==> config.mk <==
export PLATFORM = sky130hd
export DESIGN_NAME = msgpass_buff_writer
export DESIGN_NICKNAME = d
export VERILOG_FILES = /design/src/rtl/memShare_config_pkg.sv /design/src/rtl/msgpass_wb_fifo.sv /design/src/rtl/msgpass_buff_writer.sv
export SDC_FILE = /design/constraint.sdc
export NUM_CORES = 1
export LEC_CHECK = 0
export CELL_PAD_IN_SITES_DETAIL_PLACEMENT = 0
export CELL_PAD_IN_SITES_GLOBAL_PLACEMENT = 1
export CORE_MARGIN = 3
export CORE_UTILIZATION = 30
export CTS_CLUSTER_SIZE = 28
export DETAILED_ROUTE_END_ITERATION = 7
export GPL_TIMING_DRIVEN = 0
export MAX_ROUTING_LAYER = met4
export PLACE_DENSITY_LB_ADDON = 0.12
export SYNTH_ARGS = -nofsm -noshare
export SYNTH_HDL_FRONTEND = slang
export SYNTH_SLANG_ARGS = --single-unit
==> constraint.sdc <==
create_clock -name sys_clk -period 4.9 [get_ports sys_clk]
set_input_delay 0.98 -clock sys_clk [delete_from_list [all_inputs] [get_ports sys_clk]]
set_output_delay 0.98 -clock sys_clk [all_outputs]
set_load 0.05 [all_outputs]
==> src/rtl/memShare_config_pkg.sv <==
// Shared configuration for the message-pass buffer write side:
// writer state encoding, write-enable polarity and default buffer depth.
package memShare_config_pkg;

    typedef enum logic [1:0] {
        IDLE  = 2'd0,
        WRITE = 2'd1,
        DRAIN = 2'd2
    } wb_state_e;

    localparam logic MSGPASS_BUFF_WR_DISABLE = 1'b0;
    localparam logic MSGPASS_BUFF_WR_ENABLE  = 1'b1;

    localparam int MSGPASS_BUFF_DEPTH = 8;

endpackage

==> src/rtl/msgpass_wb_fifo.sv <==
// Small synchronous input queue for the buffer writer.
// DEPTH must be a power of two (pointers wrap naturally). The caller never
// pops when empty and only pushes into a full queue together with a pop.
module msgpass_wb_fifo #(
    parameter int W     = 20,
    parameter int DEPTH = 2
) (
    input  logic         sys_clk,
    input  logic         rstn,
    input  logic         i_push,
    input  logic         i_pop,
    input  logic [W-1:0] i_data,
    output logic [W-1:0] o_head,
    output logic         o_full,
    output logic         o_empty
);

    localparam int PW = $clog2(DEPTH);

    logic [W-1:0]  r_mem [DEPTH];
    logic [PW-1:0] r_wr_ptr;
    logic [PW-1:0] r_rd_ptr;
    logic [PW:0]   r_count;

    // Storage array; contents are meaningless until pushed, so no reset.
    always_ff @(posedge sys_clk) begin
        if (i_push) r_mem[r_wr_ptr] <= i_data;
    end

    // Read/write pointers and occupancy.
    always_ff @(posedge sys_clk or negedge rstn) begin
        if (!rstn) begin
            r_wr_ptr <= '0;
            r_rd_ptr <= '0;
            r_count  <= '0;
        end else begin
            if (i_push) r_wr_ptr <= r_wr_ptr + PW'(1);
            if (i_pop)  r_rd_ptr <= r_rd_ptr + PW'(1);
            case ({i_push, i_pop})
                2'b10:   r_count <= r_count + (PW+1)'(1);
                2'b01:   r_count <= r_count - (PW+1)'(1);
                default: r_count <= r_count;
            endcase
        end
    end

    assign o_head  = r_mem[r_rd_ptr];
    assign o_full  = (r_count == (PW+1)'(DEPTH));
    assign o_empty = (r_count == '0);

endmodule

==> src/rtl/msgpass_buff_writer.sv <==
// Write-side controller of the message-pass buffer.
// Queues V2C vectors and writes them to port A at sequential addresses
// between write_begin_i and write_end_i, absorbing port-conflict stalls.
// Optional macro MSGPASS_WB_ADDR_LIMIT_EN: no address wrap; after writing
// address BUFF_DEPTH-1, issues stop, later pushes are dropped and DRAIN
// discards leftover queue entries one per cycle.
module msgpass_buff_writer
    import memShare_config_pkg::*;
#(
    parameter int V2C_VEC_WIDTH = 20,
    parameter int BUFF_DEPTH    = MSGPASS_BUFF_DEPTH,
    parameter int ADDR_WIDTH    = 3,
    parameter int FIFO_DEPTH    = 2,
    parameter int CNT_WIDTH     = 8
) (
    input  logic                     sys_clk,
    input  logic                     rstn,
    input  logic                     write_begin_i,
    input  logic                     write_end_i,
    input  logic                     v2c_valid_i,
    input  logic [V2C_VEC_WIDTH-1:0] v2c_msg_vec_i,
    input  logic                     wr_stall_i,
    output logic [ADDR_WIDTH-1:0]    waddr_portA_o,
    output logic [V2C_VEC_WIDTH-1:0] wdata_portA_o,
    output logic                     wen_portA_o,
    output logic                     busy_o,
    output logic                     done_o,
    output logic [CNT_WIDTH-1:0]     wr_cnt_o,
    output logic                     err_ovf_o
);

    wb_state_e                r_state;
    logic [ADDR_WIDTH-1:0]    r_ptr;
    logic [ADDR_WIDTH-1:0]    r_waddr_q;
    logic [V2C_VEC_WIDTH-1:0] r_wdata_q;
    logic [CNT_WIDTH-1:0]     r_wr_cnt;
    logic                     r_err_ovf;

    logic                     w_fifo_full;
    logic                     w_fifo_empty;
    logic [V2C_VEC_WIDTH-1:0] w_fifo_head;
    logic                     w_issue_ok;
    logic                     w_push_ok;
    logic                     w_discard;
    logic                     w_wen;
    logic                     w_pop;
    logic                     w_push;
    logic                     w_drop;
    logic                     w_start;
    logic                     w_last_addr;

`ifdef MSGPASS_WB_ADDR_LIMIT_EN
    logic r_limit_hit;

    // Address limit reached: no more issues, pushes refused, drain discards.
    assign w_issue_ok = !r_limit_hit;
    assign w_push_ok  = (r_state == WRITE) && !r_limit_hit;
    assign w_discard  = (r_state == DRAIN) && r_limit_hit && !w_fifo_empty;
`else
    assign w_issue_ok = 1'b1;
    assign w_push_ok  = (r_state == WRITE);
    assign w_discard  = 1'b0;
`endif

    assign w_start     = (r_state == IDLE) && write_begin_i;
    assign w_last_addr = (r_ptr == ADDR_WIDTH'(BUFF_DEPTH - 1));
    assign w_wen       = (r_state != IDLE) && !w_fifo_empty && !wr_stall_i && w_issue_ok;
    assign w_pop       = w_wen || w_discard;
    // A full queue still accepts a vector when the head leaves the same cycle.
    assign w_push      = v2c_valid_i && w_push_ok && (!w_fifo_full || w_pop);
    assign w_drop      = v2c_valid_i && !w_push;

    msgpass_wb_fifo #(
        .W     (V2C_VEC_WIDTH),
        .DEPTH (FIFO_DEPTH)
    ) u_fifo (
        .sys_clk (sys_clk),
        .rstn    (rstn),
        .i_push  (w_push),
        .i_pop   (w_pop),
        .i_data  (v2c_msg_vec_i),
        .o_head  (w_fifo_head),
        .o_full  (w_fifo_full),
        .o_empty (w_fifo_empty)
    );

    // Session FSM: begin beats end in IDLE; begin ignored once a session runs.
    always_ff @(posedge sys_clk or negedge rstn) begin
        if (!rstn) begin
            r_state <= IDLE;
        end else begin
            case (r_state)
                IDLE:    if (write_begin_i) r_state <= WRITE;
                WRITE:   if (write_end_i)   r_state <= DRAIN;
                DRAIN:   if (w_fifo_empty)  r_state <= IDLE;
                default: r_state <= IDLE;
            endcase
        end
    end

    // Address pointer, word counter, held port values and sticky overflow.
    always_ff @(posedge sys_clk or negedge rstn) begin
        if (!rstn) begin
            r_ptr     <= '0;
            r_wr_cnt  <= '0;
            r_waddr_q <= '0;
            r_wdata_q <= '0;
            r_err_ovf <= 1'b0;
        end else begin
            if (w_start) begin
                r_ptr    <= '0;
                r_wr_cnt <= '0;
            end else if (w_wen) begin
                r_ptr     <= w_last_addr ? '0 : r_ptr + ADDR_WIDTH'(1);
                r_waddr_q <= r_ptr;
                r_wdata_q <= w_fifo_head;
                if (r_wr_cnt != '1) r_wr_cnt <= r_wr_cnt + CNT_WIDTH'(1);
            end
            if (w_drop) r_err_ovf <= 1'b1;
        end
    end

`ifdef MSGPASS_WB_ADDR_LIMIT_EN
    // Latch that the top address has been written; cleared by a new session.
    always_ff @(posedge sys_clk or negedge rstn) begin
        if (!rstn)                     r_limit_hit <= 1'b0;
        else if (w_start)              r_limit_hit <= 1'b0;
        else if (w_wen && w_last_addr) r_limit_hit <= 1'b1;
    end
`endif

    // Port A shows the live write when enabled, otherwise the last write.
    assign wen_portA_o   = w_wen ? MSGPASS_BUFF_WR_ENABLE : MSGPASS_BUFF_WR_DISABLE;
    assign waddr_portA_o = w_wen ? r_ptr : r_waddr_q;
    assign wdata_portA_o = w_wen ? w_fifo_head : r_wdata_q;
    assign busy_o        = (r_state != IDLE);
    assign done_o        = (r_state == DRAIN) && w_fifo_empty;
    assign wr_cnt_o      = r_wr_cnt;
    assign err_ovf_o     = r_err_ovf;

endmodule

# After elaboration in Yosys (flattened, before gate mapping)
# Memories as Yosys holds them, arrays and structs flattened.
# Cells that the tools add are included.
[word_totals] regBits=41 latchBits=0 ramBits=40 rom_bits=0 input_bits=26 out_inout_bits=35 wordCells=62 n_memories=1
[mem_list] name="u_fifo.r_mem" depth=2 word_bits=20 read_ports=1 rd_ports_with_merged_regs=0 write_ports=1 line_no="msgpass_wb_fifo.sv:20" rtl="logic [W-1:0] r_mem [DEPTH];"
[classes] addsub=6 n_mul=0 div_mod_pow=0 order_cmp=0 n_eq_ne=10 shift=0 n_mux=16 n_bitwise=0 n_reduce_logical=20
[op_table] operator="$mux 8" count=3
[op_table] operator="$mux 20" count=1
[op_table] operator="$mux 3" count=4
[op_table] operator="$add 8x1->8 const B" count=1
[op_table] operator="$ne 8x8->1 const B" count=1
[op_table] operator="$reduce_bool 2->1" count=4
[op_table] operator="$logic_and 1x1->1" count=7
[op_table] operator="$eq 2x2->1 const B" count=3
[op_table] operator="$mux 2" count=3
[op_table] operator="$ne 2x2->1 const B" count=3
[op_table] operator="$pmux 2 s3" count=1
[op_table] operator="$eq 2x1->1 const B" count=2
[op_table] operator="$logic_not 1->1" count=4
[op_table] operator="$logic_not 2->1" count=2
[op_table] operator="$pmux 2 s2" count=1
[op_table] operator="$add 3x1->3 const B" count=1
[op_table] operator="$eq 3x3->1 const B" count=1
[op_table] operator="$mux 1" count=3
[op_table] operator="$reduce_and 3->1" count=1
[op_table] operator="$add 1x1->1 const B" count=2
[op_table] operator="$add 2x1->2 const B" count=1
[op_table] operator="$reduce_and 2->1" count=1
[op_table] operator="$sub 2x1->2 const B" count=1
[op_table] operator="$logic_or 1x1->1" count=1

# Logic depth before layout (Yosys ltp)
# Gate-level depths: netlist (run 1).
[logic_depth] word_depth=8 mapped_depth=8

# Cells and area by module
# Synthesis (run 1) repeated with hierarchy kept, for this count alone.
[hier_totals] cells_unflattened=221 hier_area_um2=3513.4
[modules_own_cells] mod="msgpass_buff_writer" instances=1 cells_each=143 area_per_inst_um2=1885.6
[modules_own_cells] mod="msgpass_wb_fifo" instances=1 cells_each=78 area_per_inst_um2=1627.8

# Worst setup path before layout (run 1)
# Ideal clock, no wire load.
[synth_timing] kind="input port to output port" from="input port wr_stall_i" to="output port wdata_portA_o[15]" arrival_ns=2.728 required_time_ns=3.920 slack_ns=1.192 path_stages=5 path_buffers=3 cell_sequence="or2_1 > buf_6 > buf_6 > buf_2 > o21ai_0"
[synth_via] elab_chain_cells=3
[synth_lines] element="start: declaration" line_no="msgpass_buff_writer.sv:22" rtl="input logic wr_stall_i,"
[synth_lines] element="$logic_not 1->1" line_no="msgpass_buff_writer.sv:67" rtl="assign w_wen = (r_state != IDLE) && !w_fifo_empty && !wr_stall_i && w_issue_ok;"
[synth_lines] element="$logic_and 1x1->1" line_no="msgpass_buff_writer.sv:67"
[synth_lines] element="$mux 20"
[synth_lines] element="end: declaration" line_no="msgpass_buff_writer.sv:24" rtl="output logic [V2C_VEC_WIDTH-1:0] wdata_portA_o,"
# Every way passes these cells.

# Worst setup path after layout (run 1)
[layout_timing] from="input port wr_stall_i" to="output port wdata_portA_o[5]"
# The elaborated chain is that of the path after synthesis.

==> flow_metrics.py, run 1 <==
metrics = {
    "sta": {
        "finalSetupTns_ns": 0,
        "slew_headroom_pct": 45.5,
        "finalSetupViolations": 0,
        "tightest_slew_ns": 0.817,
        "fin_skew_ns": 0.00871,
        "finalHoldViolCount": 0,
        "fmax_mhz": 234,
        "rsz0062_at_grt": "false",
        "period_needed_ns": 4.28,
        "slew_viol_final": 0,
        "period_share_pct": 87.3,
        "hold_ws_ns": 0.459,
    },
    "logic_synthesis": {
        "ys_ff_latch": 81,
        "synth_edf_count": 40,
        "synth_top_family_by_area": "compound AO/OA/AOI/OAI gates",
        "synth-compound-area-share_pct": 11.8,
        "synth_cell_types": 43,
        "yosys.area_share.simple_pct": 10.2,
        "syn_area_per_cell_um2": 12.5,
        "yosysWarnings": 0,
        "syn_area_mm2": 0.00334,
        "synth_fa_ha_area_share_pct": 1.12,
        "synthCells": 268,
        "synth_ff_type": "dfrtp_1",
        "synthMuxAreaShare_pct": 6.60,
        "synth_xor_area_share_pct": 0.525,
        "synth_seq_area_share_pct": 66.7,
        "synth_fp_nets": 297,
        "async_reset_ff_share_pct": 50.6,
    },
    "clock_network": {
        "cts_hold_buf": 0,
        "cts_setup_buffers": 0,
        "numCtsBuffers": 9,
        "cts_root_buf": "clkbuf_8",
        "clk_latency_ns": 0.35,
        "cts.repair.resized": 0,
        "cts_max_path_buffers": 2,
        "cts.sinks": 81,
        "cts_max_level": 3,
        "cts_tree": "built",
        "path_clk_slew_ns": 0.08,
    },
    "cells_and_area": {
        "area_delta_synth_final_pct": 30.1,
        "antenna_cells": 0,
        "regArea_mm2": 0.00223,
        "multiInputGateArea_mm2": 0.00102,
        "nFillCells": 1043,
        "nets": 371,
        "drive_gt1_share_pct": 8.93,
    },
    "detailed_routing": {
        "drc": 0,
        "ant_nets": 0,
        "via_count": 2254,
        "vias_per_cell": 4.67,
        "drt_pre_antenna_iters": 4,
        "drt_wl_total_um": 7270,
        "drt_iter0_drc": 143,
        "avgRoutedWirePerCell_um": 15.0,
    },
    "global_routing": {
        "grt_usage_pct": 12.5,
        "grt_pass1_vias": 2337,
        "grt_antenna_before_repair": 0,
        "grt_first_pass_wirelength_um": 11800,
        "grt.overflow.total": 0,
        "grt_start_max_net_pins": 32,
    },
    "worst_setup_path": {
        "worst_ep_arrival_time_ns": 3.30,
        "critPathBufInv": 4,
        "critPathTopFamily": "buffers and inverters",
        "cp_slowest_cell": "clkdlybuf4s50_1",
        "crit_chain": "clkdlybuf4s50_1, or2_1, buf_6, clkbuf_1, o21ai_0, clkdlybuf4s50_1",
        "worst_ep_required_time_ns": 3.92,
        "path_common_cell": "clkdlybuf4s50_1",
        "critPathMaxStageDelay_ns": 0.89,
        "cp_max_fo": 10,
        "critPathKind": "input port to primary output",
        "cp-start-kind": "input port",
        "endpoint_kind": "primary output",
    },
    "place": {
        "dpl.hpwl_um": 5020,
        "portBuffers": 60,
        "routabilityCongestion": 0.746,
    },
    "pwr": {
        "peakVddDrop_mv": 0.326,
        "seqPwrFrac_pct": 34.4,
        "power.density_mw_per_mm2": 651,
        "sw_frac_of_total_pct": 44.9,
        "switchingPower_w": 0.00127,
        "power_frac_comb_pct": 50.5,
        "p_int_w": 0.00156,
        "p_clk_share_pct": 15.1,
        "p_leak_nw": 1.75,
    },
    "run": {
        "max_cap_viol_count": 0,
    },
    "hold_path": {
        "hp-class": "flop to flop",
    },
    "floorplan": {
        "coreArea_mm2": 0.0106,
        "die_x_um": 111,
        "num_rows": 37,
        "start_util_pct": 31.6,
        "dieArea_mm2": 0.0124,
        "ios": 61,
        "dieHeight_um": 111,
    },
    "run_status": {
        "outcome": "complete, no violations",
    },
}
-- worst reg2reg max path, delay by kind of cell (launching register included) --
family	cells	cell delay, ns
flip-flops	1	0.36
buffers and inverters	2	0.56
AO/OA/AOI/OAI	1	0.34
AND/OR/NAND/NOR	1	0.55
-- sequential cells by signal (all words and copies together), names as in the netlist --
signal and cells:
wr_cnt_o 8, r_wdata_q 20, r_ptr 3, u_fifo.r_rd_ptr 1
u_fifo.r_count 2, u_fifo.r_wr_ptr 1, r_waddr_q 3, u_fifo.r_mem 40
err_ovf_o 1, r_state 2
-- synthesized netlist by cell type, types with 3 or more instances --
library cell  number  area (um^2)
ha_1               3         37.5
nand2_1           44          165
clkbuf_1           9         33.8
nor2_1             5         18.8
inv_1              5         18.8
dfrtp_1           41         1030
edfxtp_1          40         1200
a211oi_1           3         22.5
nand4_1            4         25.0
o21ai_0           44          220
mux2i_1           22          220
buf_2              4         20.0
nand3_1            5         25.0
-- power groups by stage --
stage | logic, W | clock network, W | registers (W)
after floorplan | 0.000942 | 0 | 0.000996
after global placement | 0.00142 | 0 | 0.000985
after detailed placement | 0.00145 | 0 | 0.000986
after CTS | 0.00145 | 0.000446 | 0.000972
after global routing | 0.00154 | 0.000471 | 0.000993
final | 0.00143 | 0.000427 | 0.000970
-- cell usage in the layout (no fill, tap or decap), types with 2 or more instances in the layout --
master and count:
clkbuf_1 10, nand2b_1 2, a221oi_1 2, buf_6 2, clkinvlp_4 2, nor2_1 3
a21oi_1 2, clkinv_2 2, clkbuf_8 9, dfrtp_1 41, clkdlybuf4s50_1 59, a211oi_1 3
nor3_1 2, xnor2_1 2, buf_2 5, o21ai_0 44, nand2_1 44, nand4_1 4
a21o_1 2, inv_1 5, mux2i_1 22, nand3_1 5, a31oi_1 2, edfxtp_1 40
and3_1 2, nor2_2 2, ha_1 3
-- routing by layer --
layer	GRT usage [%]	vias up	part of all wire [%]
li1	-	1125	-
met1	14.9	1070	46
met2	20.4	55	49
met3	3.53	4	4.2
met4	3.89	0	0.81
met5	-	-	0
-- layout make-up --
type / count / share of cell area (%)
well taps: 136 / 3.92
plain buffers: 15 / 1.76
flip-flops and latches: 81 / 51.3
clock inverters: 6 / 0.980
inverters: 6 / 0.519
clock buffers: 10 / 2.94
multi-input cells: 166 / 23.4
repair buffers: 63 / 15.2
-- per-stage QoR --
step / setup WS (ns) / util (%) / cell area, um^2 / instances / power (W)
2_1_floorplan: 1.19 / - / 3340 / 268 / 0.00194
3_3_place_gp: 0.599 / 38.9 / 4110 / 464 / 0.00240
3_5_place_dp: 0.620 / 39.5 / 4170 / 467 / 0.00244
4_1_cts: 0.617 / 41.1 / 4340 / 483 / 0.00287
5_1_grt: 0.466 / 41.1 / 4340 / 483 / 0.00300
6_report: 0.622 / 41.1 / 4340 / 483 / 0.00282
-- logic make-up after synthesis --
logic type / count (synthesis)
muxes: 22
adders and majority gates: 3
AOI/OAI and AO/OA: 66
and+or+nand+nor: 73
xor gates and xnor gates: 2
DFF: 81
buffers and inverters: 21
-- worst paths after layout --
path	start	to	slack, ns	cells after the start
worst max-delay path	wr_stall_i	wdata_portA_o[5]	0.62	6
worst min-delay path	err_ovf_o	err_ovf_o	0.46	1
worst max register to register	r_state[0]	u_fifo.r_mem[0][15]	2.79	4
worst min register to register	err_ovf_o	err_ovf_o	0.46	1
max in group asynchronous	rstn	r_wdata_q[18]	3.93	2
min in group asynchronous	rstn	wr_cnt_o[1]	0.50	1
No activity file was read; power rests on OpenSTA's default activity.
==> run 2, diff against run 1 <==
--- a/config.mk
+++ b/config.mk
@@ -11,6 +11,7 @@
 export CORE_UTILIZATION = 30
 export CTS_CLUSTER_SIZE = 28
 export DETAILED_ROUTE_END_ITERATION = 7
+export GPL_ROUTABILITY_DRIVEN = 0
 export GPL_TIMING_DRIVEN = 0
 export MAX_ROUTING_LAYER = met4
 export PLACE_DENSITY_LB_ADDON = 0.12
==> results of run 2 <==
Same layout as run 1: the final DEF is identical, and so are final timing and power.
==> run 3, diff against run 2 <==
--- a/config.mk
+++ b/config.mk
@@ -5,6 +5,7 @@
 export SDC_FILE = /design/constraint.sdc
 export NUM_CORES = 1
 export LEC_CHECK = 0
+export CAP_MARGIN = 20
 export CELL_PAD_IN_SITES_DETAIL_PLACEMENT = 0
 export CELL_PAD_IN_SITES_GLOBAL_PLACEMENT = 1
 export CORE_MARGIN = 3
==> run 3 against run 2 <==
Net effect: global-route usage is 0.26 points lower; clock power is 2% lower; count of clock-buffer cells in the layout stayed put; via count hardly changed; highest routed layer unchanged.
==> flow_metrics.py, run 3 (synthesis results as in run 1) <==
metrics = {
    "sta": {
        "period_needed_ns": 4.25,
        "finalSetupViolations": 0,
        "fmax_mhz": 235,
        "tightest_slew_ns": 0.831,
        "slew_headroom_pct": 44.6,
        "finalSetupTns_ns": 0,
        "finalHoldViolCount": 0,
        "fin_skew_ns": 0.00926,
        "slew_viol_final": 0,
        "period_share_pct": 86.8,
        "rsz0062_at_grt": "false",
        "hold_ws_ns": 0.461,
    },
    "pwr": {
        "p_int_w": 0.00155,
        "p_clk_share_pct": 14.9,
        "power.density_mw_per_mm2": 649,
        "peakVddDrop_mv": 0.316,
        "sw_frac_of_total_pct": 44.9,
        "seqPwrFrac_pct": 34.5,
        "power_frac_comb_pct": 50.6,
        "switchingPower_w": 0.00126,
        "p_leak_nw": 1.74,
    },
    "clock_network": {
        "cts_root_buf": "clkbuf_8",
        "cts.sinks": 81,
        "cts.repair.resized": 0,
        "cts_max_path_buffers": 2,
        "cts_setup_buffers": 0,
        "numCtsBuffers": 9,
        "cts_hold_buf": 0,
        "path_clk_slew_ns": 0.08,
        "cts_max_level": 3,
        "clk_latency_ns": 0.34,
        "cts_tree": "built",
    },
    "floorplan": {
        "coreArea_mm2": 0.0106,
        "ios": 61,
        "num_rows": 37,
        "start_util_pct": 31.6,
        "dieArea_mm2": 0.0124,
        "dieHeight_um": 111,
        "die_x_um": 111,
    },
    "cells_and_area": {
        "area_delta_synth_final_pct": 29.9,
        "utilization_pct": 41.1,
        "nFillCells": 1043,
        "nets": 371,
        "final_cell_mix": "59 x clkdlybuf4s50_1, 44 x nand2_1, 44 x o21ai_0",
        "final_common_cell": "clkdlybuf4s50_1",
        "drive_gt1_share_pct": 8.65,
        "largest_reg_flops": 40,
        "antenna_cells": 0,
        "regMostFlops": "u_fifo.r_mem",
    },
    "global_routing": {
        "grt_start_max_net_pins": 32,
        "grt_pass1_vias": 2276,
        "grt_first_pass_wirelength_um": 11600,
        "grt_antenna_before_repair": 0,
        "grt_usage_pct": 12.2,
        "grt.overflow.total": 0,
    },
    "worst_setup_path": {
        "crit_chain": "clkdlybuf4s50_1, or2_1, buf_6, buf_6, buf_2, o21ai_0, clkdlybuf4s50_1",
        "reg2reg_slack_ns": 2.76,
        "critPathKind": "input port to primary output",
        "reg2reg_depth": 4,
        "worst_ep_required_time_ns": 3.92,
        "startpoint": "wr_stall_i",
        "r2r_start": "r_state[0]",
        "worst_ep_arrival_time_ns": 3.27,
        "cp_slowest_cell": "clkdlybuf4s50_1",
        "timing.rr.end": "u_fifo.r_mem[1][17]",
        "cp-start-kind": "input port",
        "worstSetupPathDepth": 7,
        "critPathBufInv": 5,
        "critPathMaxStageDelay_ns": 0.85,
        "critPathTopFamily": "buffers and inverters",
        "cp_max_fo": 10,
        "endpoint_kind": "primary output",
        "setup.worst_path.end": "wdata_portA_o[16]",
    },
    "detailed_routing": {
        "drc": 0,
        "drt_wl_total_um": 7260,
        "drt_pre_antenna_iters": 4,
        "vias_per_cell": 4.66,
        "ant_nets": 0,
        "avgRoutedWirePerCell_um": 15.0,
        "via_count": 2253,
        "drt_iter0_drc": 109,
    },
    "hold_path": {
        "hp-class": "flop to flop",
    },
    "run_status": {
        "outcome": "complete, no violations",
    },
    "place": {
        "portBuffers": 60,
        "dpl.hpwl_um": 5020,
    },
    "run": {
        "max_cap_viol_count": 0,
    },
}
## run 3: final cells by class
class / count / area (um^2) / area share [%]
repair buffers: 63 / 658 / 15.2
inverters: 6 / 22.5 / 0.520
clock inverters: 6 / 36.3 / 0.837
plain buffers: 15 / 76.3 / 1.76
clock buffers: 10 / 128 / 2.94
multi-input cells: 166 / 1020 / 23.4
flip-flops and latches: 81 / 2230 / 51.4
well taps: 136 / 170 / 3.93
## run 3: metrics by stage
| stage | cells | total power [W] | area (um^2) | setup WS, ns |
|---|---|---|---|---|
| 6_report | 483 | 0.00281 | 4330 | 0.649 |
| 5_1_grt | 483 | 0.00299 | 4330 | 0.495 |
| 4_1_cts | 483 | 0.00286 | 4330 | 0.618 |
| 3_5_place_dp | 467 | 0.00244 | 4170 | 0.623 |
| 3_3_place_gp | 464 | 0.00240 | 4110 | 0.599 |
| 2_1_floorplan | 268 | 0.00194 | 3340 | 1.19 |
## run 3: power by group through the flow
| stage | Clock [W] | Combinational, W | Sequential [W] |
|---|---|---|---|
| final | 0.000418 | 0.00142 | 0.000970 |
| after detailed placement | 0 | 0.00145 | 0.000986 |
| after CTS | 0.000435 | 0.00145 | 0.000973 |
| after global routing | 0.000461 | 0.00153 | 0.000993 |
| after global placement | 0 | 0.00142 | 0.000985 |
| after floorplan | 0 | 0.000942 | 0.000996 |
## run 3: worst min path at each step
| stage | startpoint | to | slack [ns] | cells past startpoint |
|---|---|---|---|---|
| 3_5_place_dp | err_ovf_o | err_ovf_o | 0.45 | 1 |
| 2_1_floorplan | r_wdata_q[0] | r_wdata_q[0] | 0.44 | 2 |
| 6_report | err_ovf_o | err_ovf_o | 0.46 | 1 |
| 5_1_grt | err_ovf_o | err_ovf_o | 0.49 | 1 |
| 4_1_cts | err_ovf_o | err_ovf_o | 0.47 | 1 |
| 3_3_place_gp | err_ovf_o | err_ovf_o | 0.44 | 1 |
## run 3: routing by layer
metal	GRT usage, %	part of all wire, %
met1	14.9	47
met2	20.2	48
met3	2.34	3.7
met4	4.38	1.5
met5	-	0
==> RTL edit, RTL diff (flow settings as in run 1) <==
The 3 states of `wb_state_e` get a one-hot encoding in 3 bits.
--- a/src/rtl/memShare_config_pkg.sv
+++ b/src/rtl/memShare_config_pkg.sv
@@ -3,8 +3,8 @@
 package memShare_config_pkg;
 
-    typedef enum logic [1:0] {
-        IDLE  = 2'd0,
-        WRITE = 2'd1,
-        DRAIN = 2'd2
+    typedef enum logic [2:0] {
+        IDLE  = 3'b001,
+        WRITE = 3'b010,
+        DRAIN = 3'b100
     } wb_state_e;
 
Check against the original RTL: same outputs for any inputs over 10 cycles, from zero or initial values and one cycle with rstn low; not proved beyond that.
==> RTL edit against run 1 <==
Setup slack gained 0.044 ns. Synthesized area rose by 1.9%. Synthesized cell count is 3.7% lower. Sequential cell count rose by 1. Largest cell class unchanged. Global-route usage fell by 0.41 points. Wire length down 5.0%. Power rose by 1.9%. Count of clock-buffer cells in the layout fell by 1. Cell area is 3.8% higher.
==> RTL edit: results (changes against run 1) <==
Max VDD drop: 0.342 mV (+4.8%)
Post-CTS Resized: 0 (unchanged)
Top Family by Delay on Critical Path: buffers and inverters
routability cong.: 0.725 (-2.9%)
clock buf count: 9 (-1)
Placement Cell Area: 4230 um2 (+1.3%)
vias in the first global route: 2284 (-2.3%)
Synth Area in Compound Gates: 0.0975 (-0.0210)
Core Footprint: 10900 um2 (+3.6%)
worst skew pair latency: 0.33 ns (-0.02 ns)
multiplexer share of the synthesized area: 0.0766 (+0.0106)
slowest stage delay, CP: 0.87 ns (-0.02 ns)
1st-iter DRT viols: 69 (-52%)
Reg clk slew, reported paths: 0.06 ns (-0.02 ns)
Worst setup endpoint: wdata_portA_o[19]
sequential cell area share: 0.500 (-0.0128)
Hold WS: 0.456 ns (-0.00318 ns)
XOR/XNOR Fraction of Synth Area: 0.0129 (+0.00763)
seq_cells: 82 (+1.2%)
EDFF count, synth: 40 (unchanged)
clock root buffer: clkbuf_16
worst reg-to-reg setup slack: 2.93 ns (+0.14 ns)
Non-clock buffers: 74 (-5.1%)
multi-input combinational area share: 0.228 (-0.00602)
hpwl dp: 4920 um (-1.9%)
storage element area: 2250 um2 (+1.2%)
Synth Area in Adders: 0.0110 (-0.000207)
clock network area share: 0.0619 (+0.0227)
Rel. slew slack: 0.605 (+0.150)
outcome: finished, final reports clean
LEAKAGE: 1.82 nW (+3.8%)
Crit Reg-Reg Endpoint: u_fifo.r_mem[1][5]
multi-input gates: 161 (-3.0%)
post-synth net total: 287 (-3.4%)
first-pass GRT wire length: 11500 um (-2.4%)
max FFs per register: 40 (unchanged)
inverters: 4 (-2)
FILL cells: 1079 (+3.5%)
Seq/Total Area, Yosys: 0.663 (-0.00455)
Synth area leaders: edfxtp_1, dfrtp_1, mux2i_1
share of cells above drive strength 1: 0.131 (+0.0412)
Synth top cells by count: dfrtp_1, nand2_1, edfxtp_1
FFs w/ async S/R, synth: 0.512 (+0.00602)
clock skew: 0.00781 ns (-0.000904 ns)
Crit. Startpoint: wr_stall_i
critical path's slowest cell: clkdlybuf4s50_1
WL/cell: 14.5 um (-3.8%)
Distinct cells, synth: 38 (-12%)
reg-to-reg startpoint: r_state[2]
pin count of the biggest net entering global routing: 26 (-19%)
CP arrival: 3.25 ns (-0.05 ns)
## RTL edit: layer usage
metal | track usage | share of wire | up-vias
met4 | 0.0481 | 0.0072 | 0
met3 | 0.0275 | 0.040 | 5
li1 | - | - | 1090
met1 | 0.152 | 0.47 | 1047
met5 | - | 0 | -
met2 | 0.188 | 0.48 | 41
## RTL edit: power breakdown
part / internal [mW] / switching [mW] / total, mW
clock: 0.345 / 0.271 / 0.617
sequential: 0.870 / 0.0716 / 0.942
combinational: 0.462 / 0.857 / 1.32
## RTL edit: how the worst min path moves through the flow
stage,endpoint,cells after the start
2_1_floorplan,r_wdata_q[10],2
3_3_place_gp,err_ovf_o,1
3_5_place_dp,err_ovf_o,1
4_1_cts,err_ovf_o,1
5_1_grt,err_ovf_o,1
6_report,err_ovf_o,1
## RTL edit: per-stage QoR
stage          setup slack, ns  cells
2_1_floorplan             1.22    258
3_3_place_gp             0.647    458
3_5_place_dp             0.662    461
4_1_cts                  0.654    477
5_1_grt                  0.536    477
6_report                 0.667    477
